`config.mk`:
```
export PLATFORM = sky130hd
export DESIGN_NAME = elastic_pipe_stage
export DESIGN_NICKNAME = d
export VERILOG_FILES = /design/src/rtl/elastic_pipe_stage.sv
export SDC_FILE = /design/constraint.sdc
export NUM_CORES = 1
export LEC_CHECK = 0
export CAP_MARGIN = 0
export CORE_MARGIN = 4
export CORE_UTILIZATION = 50
export CTS_BUF_LIST = sky130_fd_sc_hd__clkbuf_16
export DETAILED_ROUTE_END_ITERATION = 8
export PLACE_DENSITY = 0.78
export SYNTH_ARGS = -nofsm -noshare
export SYNTH_HDL_FRONTEND = slang
export SYNTH_SLANG_ARGS = --single-unit
```
`constraint.sdc`:
```
create_clock -name clk -period 2.95 [get_ports clk]
set_input_delay 0.59 -clock clk [delete_from_list [all_inputs] [get_ports clk]]
set_output_delay 0.59 -clock clk [all_outputs]
set_load 0.01 [all_outputs]
```
`src/rtl/elastic_pipe_stage.sv`:
```
// Generic pipeline stage register with valid/ready handshake and a 2-entry skid buffer.
// Payload is opaque; flush kills held entries and counts them in a saturating counter.
module elastic_pipe_stage #(
   parameter int DATA_W         = 32,
   parameter bit CLEAR_ON_FLUSH = 1'b1,
   parameter int KILL_CNT_W     = 8
) (
   input  logic                  clk,
   input  logic                  reset,
   input  logic                  stall,
   input  logic                  flush,
   input  logic                  in_valid,
   output logic                  in_ready,
   input  logic [DATA_W-1:0]     in_data,
   output logic                  out_valid,
   input  logic                  out_ready,
   output logic [DATA_W-1:0]     out_data,
   output logic [1:0]            occupancy,
   output logic [KILL_CNT_W-1:0] kill_cnt
);

   // Handshake: a beat moves when valid and ready are both high at the rising edge;
   // valid never waits on ready, and in_ready depends only on registered state.
   typedef enum logic [1:0] {
      ST_EMPTY = 2'd0,
      ST_FULL  = 2'd1,
      ST_SKID  = 2'd2
   } state_t;

   state_t                state, state_nxt;
   logic [DATA_W-1:0]     main_q, main_nxt;
   logic [DATA_W-1:0]     skid_q, skid_nxt;
   logic [KILL_CNT_W-1:0] kill_q, kill_nxt;
   logic [KILL_CNT_W:0]   kill_sum;
   logic                  in_fire;
   logic                  out_fire;

   assign in_ready  = (state != ST_SKID);
   assign out_valid = (state != ST_EMPTY);
   assign out_data  = main_q;
   assign kill_cnt  = kill_q;
   assign in_fire   = in_valid & in_ready;
   assign out_fire  = out_valid & out_ready & ~stall;

   always_comb begin
      occupancy = 2'd0;
      case (state)
         ST_FULL: occupancy = 2'd1;
         ST_SKID: occupancy = 2'd2;
         default: occupancy = 2'd0;
      endcase
   end

   // One spare bit absorbs the carry so saturation is a simple compare.
   assign kill_sum = {1'b0, kill_q} + (KILL_CNT_W+1)'(occupancy);

   always_comb begin
      state_nxt = state;
      main_nxt  = main_q;
      skid_nxt  = skid_q;
      kill_nxt  = kill_q;
      if (flush) begin
         state_nxt = ST_EMPTY;
         if (kill_sum > {1'b0, {KILL_CNT_W{1'b1}}})
            kill_nxt = {KILL_CNT_W{1'b1}};
         else
            kill_nxt = kill_sum[KILL_CNT_W-1:0];
         if (CLEAR_ON_FLUSH) begin
            main_nxt = '0;
            skid_nxt = '0;
         end
      end else begin
         case (state)
            ST_EMPTY: begin
               if (in_fire) begin
                  state_nxt = ST_FULL;
                  main_nxt  = in_data;
               end
            end
            ST_FULL: begin
               if (in_fire && out_fire) begin
                  main_nxt = in_data;
               end else if (in_fire) begin
                  state_nxt = ST_SKID;
                  skid_nxt  = in_data;
               end else if (out_fire) begin
                  state_nxt = ST_EMPTY;
               end
            end
            ST_SKID: begin
               if (out_fire) begin
                  state_nxt = ST_FULL;
                  main_nxt  = skid_q;
               end
            end
            default: state_nxt = ST_EMPTY;
         endcase
      end
   end

   always_ff @(posedge clk or posedge reset) begin
      if (reset) begin
         state  <= ST_EMPTY;
         main_q <= '0;
         skid_q <= '0;
         kill_q <= '0;
      end else begin
         state  <= state_nxt;
         main_q <= main_nxt;
         skid_q <= skid_nxt;
         kill_q <= kill_nxt;
      end
   end

endmodule

```
Yosys cells after proc, flatten, opt, wreduce, memory -nomap -nowiden:

Index checks and enable logic that the tools add are counted.
Widths: inputs -> output; s select.

* register bits after elaboration: 74
* latch bits: 0
* memory bits (writable): 0
* bits in read-only memories: 0
* bits of input ports: 38
* output and inout port bits: 44
* logic and storage cells: 45
* memories: 0

* add/subtract/negate cells: 1
* $mul: 0
* div/mod/pow operators: 0
* $lt $le $gt $ge: 1
* eq/ne operators: 9
* shift-type cells: 0
* muxes and demuxes: 17
* bitwise gates (word level): 4
* reduce and logical (&&, ||, !) cells: 9

Operator list (count)
* $mux 32: 7
* $pmux 32 s3: 1
* $mux 2: 6
* $ne 3x3->1 const B: 4
* $add 8x2->9: 1
* $gt 9x8->1 const B: 1
* $mux 8: 1
* $reduce_and 4->1: 2
* $pmux 2 s3: 1
* $reduce_bool 2->1: 3
* $ne 2x2->1 const B: 2
* $ne 4x4->1 const B: 1
* $pmux 2 s2: 1
* $reduce_bool 4->1: 1
* $and 1x1->1: 3
* $reduce_and 3->1: 1
* $eq 2x1->1 const B: 1
* $eq 2x2->1 const B: 1
* $logic_not 2->1: 1
* $logic_and 1x1->1: 1
* $not 1->1: 1

Longest topological paths before layout:

* depth after elaboration: 8
* depth in mapped cells: 9
* mapped depth without buffers: 8

Least setup slack after synthesis:

No wires, ideal clock.

* path kind: register to register
* start: register state[0]
* end: register main_q[0] (netlist: out_data[0])
* library setup time: 150 ps
* arrival: 2044 ps
* required time: 2800 ps
* path slack: 757 ps
* cell stages (with the launch flop): 8
* buffers on the path: 2
* cells stage by stage: dfrtp_1 > inv_1 > ha_1 > or3b_1 > buf_2 > a221oi_4 > buf_4 > a211oi_2

* word-level cells in the longest chain between the ends: 6
* elaborated cells on any way between the ends: 16
* classes of those cells: eq/ne: 6; mux: 2; bitwise: 3; reduce/logical: 5

Ends and longest elaborated chain
* start, declared: line 30 `state_t state, state_nxt;`
* start signal, assigned: line 108 `state <= state_nxt;`
* $reduce_bool 2->1: line 39 `assign out_valid = (state != ST_EMPTY);`
* $and 1x1->1 (2 in series): line 43 `assign out_fire = out_valid & out_ready & ~stall;`
* $logic_and 1x1->1: line 81 `if (in_fire && out_fire) begin`
* $ne 3x3->1 (no source line)
* $reduce_and 4->1 (no source line)
* end signal, assigned: line 109 `main_q <= main_nxt;`
* end, declared: line 31 `logic [DATA_W-1:0] main_q, main_nxt;`

Parallel ways exist; a longest one is shown, timed or not.
A chain may end at the register's enable or synchronous reset.

Worst setup path after layout:

* start: register state[0]
* end: register main_q[31] (netlist: out_data[31])

The elaborated chain is that of the path after synthesis.

==> impl_metrics.py <==
metrics = {
    "synth": {
        "synth_fp_nets": 404,
        "yosys.area_share.simple_pct": 14.7,
        "synth_top_cell_by_area": "dfrtp_1",
        "synthXorXnorAreaFrac_pct": 0.477,
        "synthCells": 358,
        "synth_edf_count": 0,
        "synth_top_area_share_pct": 50.4,
        "syn_avg_cell_area_um2": 10.3,
        "synth_area_um2": 3670,
        "synth_compound_area_share_pct": 17.0,
        "synth_fa_ha_area_share_pct": 2.73,
        "yosysUniqueCellTypes": 33,
        "seq_area_frac_synth_pct": 50.4,
        "synthFlopType": "dfrtp_1",
        "yosys_warnings": 0,
        "synth-seq-cells": 74,
        "synth_top_family_by_area": "compound AO/OA/AOI/OAI gates",
        "synth_area_leaders": "dfrtp_1 (50%), a211oi_2 (9.5%), mux2i_1 (9.3%), nand2_1 (7.5%), a21oi_1 (4.6%)",
        "synth_mux_area_share_pct": 10.5,
        "async_flop_share_pct": 100,
    },
    "worst_setup_path": {
        "worst_ep_arrival_time_ns": 2.69,
        "critical_path.max_fanout": 64,
        "crit_start": "state[0]$_DFFE_PP0P_",
        "required_ns": 3.17,
        "rrSetupSlack_ns": 0.48,
        "start_kind": "flip-flop",
        "r2r-start": "state[0]$_DFFE_PP0P_",
        "cp-end-kind": "flip-flop",
        "crit_type": "reg -> reg",
    },
    "sta": {
        "period_needed_ns": 2.47,
        "finalHoldViolations": 0,
        "slew_headroom_pct": 42.9,
        "tns_ns": 0,
        "setup_viol": 0,
        "final_max_slew_viol_count": 0,
        "final.period_utilization_pct": 83.6,
        "skew_ns": 0.00484,
        "timing.fmax_mhz": 405,
        "worst_slew_pin_slew_ns": 0.857,
        "whs_ns": 0.519,
        "rsz0062_at_grt": "no",
    },
    "detailed_routing": {
        "first_pass_iters": 4,
        "wl_per_cell_um": 16.0,
        "drtIter0Drc": 162,
        "ant_nets": 0,
        "vias": 2823,
        "routed_via_density": 5.32,
        "drc": 0,
        "drt-total-wl_mm": 8.49,
    },
    "floorplan": {
        "die_w_um": 93.7,
        "start_util_pct": 52.6,
        "rows": 30,
        "fp.dieH_um": 93.7,
        "die_area_um2": 8780,
        "coreArea_um2": 6980,
        "pin_count": 82,
    },
    "clock_tree": {
        "cts.sinks": 74,
        "insertion_delay_ns": 0.33,
        "cts-resized-gates": 0,
        "clkTransAtPathRegs_ns": 0.05,
        "cts_max_path_buffers": 2,
        "htreeDepth": 3,
        "cts_setup_buffers": 0,
        "hold_buffers": 0,
        "cts_inserted_buffers": 9,
        "root_buffer": "clkbuf_16",
        "tritoncts": "built",
    },
    "power_and_ir_drop": {
        "max-vdd-ir-drop_v": 0.000374,
        "sequentialPowerShare_pct": 37.9,
        "powerDensity_nw_per_um2": 699,
        "p_comb_share_pct": 28.7,
        "leakagePower_nw": 1.96,
        "pwr-share-clk_pct": 33.4,
        "p_int_mw": 2.38,
        "p_total_mw": 3.39,
        "p_sw_mw": 1.01,
        "switching_share_pct": 29.7,
    },
    "place": {
        "dp_hpwl_mm": 5.38,
        "io_buffer_count": 81,
        "gp_congestion": 0.756,
    },
    "global_routing": {
        "grt_pass1_vias": 2893,
        "grt_pass1_wl_mm": 14.0,
        "antenna_found_initial": 0,
        "grt.overflow.total": 0,
        "grtUsageTotal_pct": 20.3,
        "grt_start_max_net_pins": 75,
    },
    "final_layout": {
        "drive_above_1_share_pct": 13.6,
        "final_common_cell": "clkdlybuf4s50_1",
        "final_cell_mix": "clkdlybuf4s50_1 (80), dfrtp_1 (74), nand2_1 (73)",
        "antenna_cells": 0,
        "syn2layout_area_growth_pct": 32.1,
        "layout.nets": 476,
    },
    "worst_hold_path": {
        "hold_path_class": "reg -> reg",
        "worstHoldStart": "skid_q[17]$_DFFE_PP0P_",
    },
    "run_status": {
        "status": "complete, no violations",
    },
    "run": {
        "cap_violations": 0,
    },
}
-- synthesized netlist by cell type (4+ instances only) --
master and count:
nor2_1 37, mux2i_1 34, clkbuf_1 18, a211oi_1 4
a21oi_1 34, mux2_2 4, ha_1 8, dfrtp_1 74
a211oi_2 28, nand2_1 73, inv_1 6
-- path summary, 6_finish.rpt --
kind,to,cells after the start
hold / removal,skid_q[17]$_DFFE_PP0P_,2
hold reg to reg,skid_q[17]$_DFFE_PP0P_,2
setup / recovery,out_data[31]$_DFFE_PP0P_,7
min in group asynchronous,skid_q[26]$_DFFE_PP0P_,3
max in group asynchronous,skid_q[28]$_DFFE_PP0P_,3
setup reg to reg,out_data[31]$_DFFE_PP0P_,7
-- per-layer routing --
layer / GRT usage (%) / vias to the layer above / part of all wire [%]
met5: 0 / - / 0
met4: 9.27 / 0 / 2.0
met3: 3.93 / 13 / 4.6
met2: 32.1 / 63 / 49
met1: 27.0 / 1375 / 44
li1: - / 1372 / -
-- kinds of logic after synthesis --
logic type	Yosys count
mux	38
simple gates	130
buf+inv	32
fa+ha+maj	8
compound gates	74
flops	74
xor+xnor	2
-- power by group through the flow --
stage	clock network, mW	registers [mW]	logic [mW]
finish	1.13	1.28	0.974
global route	1.20	1.31	1.07
CTS	1.15	1.28	0.985
detailed placement	0	1.30	0.979
global placement	0	1.30	0.946
floorplan	0	1.34	0.518
-- area by class of cell --
cell class	instances	area, µm²
Tap cell	96	120
Timing Repair Buffer	87	876
Clock buffer	9	225
Sequential cell	74	1850
Fill cell	537	2130
Inverter	6	22.5
Multi-Input combinational cell	252	1670
Clock inverter	7	85.1
-- worst max-delay path, cell delays in order (launching register included) --
cell      delay, ns
dfrtp_1        0.43
inv_1          0.11
ha_1           0.26
or3b_1         0.51
a221oi_4       0.37
buf_12         0.34
nor2_1         0.09
a211oi_1       0.25
-- state kept, by name, summed over array words and instances (netlist names) --
signal and cells:
out_data 32, state 2, kill_cnt 8, skid_q 32
-- metrics by stage --
stage                     instance area [µm²]  setup slack (ns)  util [%]  std cells
after floorplan                          3670             0.478         -        358
final                                    4850             0.484      69.5        531
after global routing                     4850             0.310      69.5        531
after CTS                                4850             0.452      69.5        531
after global placement                   4540             0.360      65.0        515
after detailed placement                 4540             0.267      65.0        515
(Power assumes the default switching activity.)
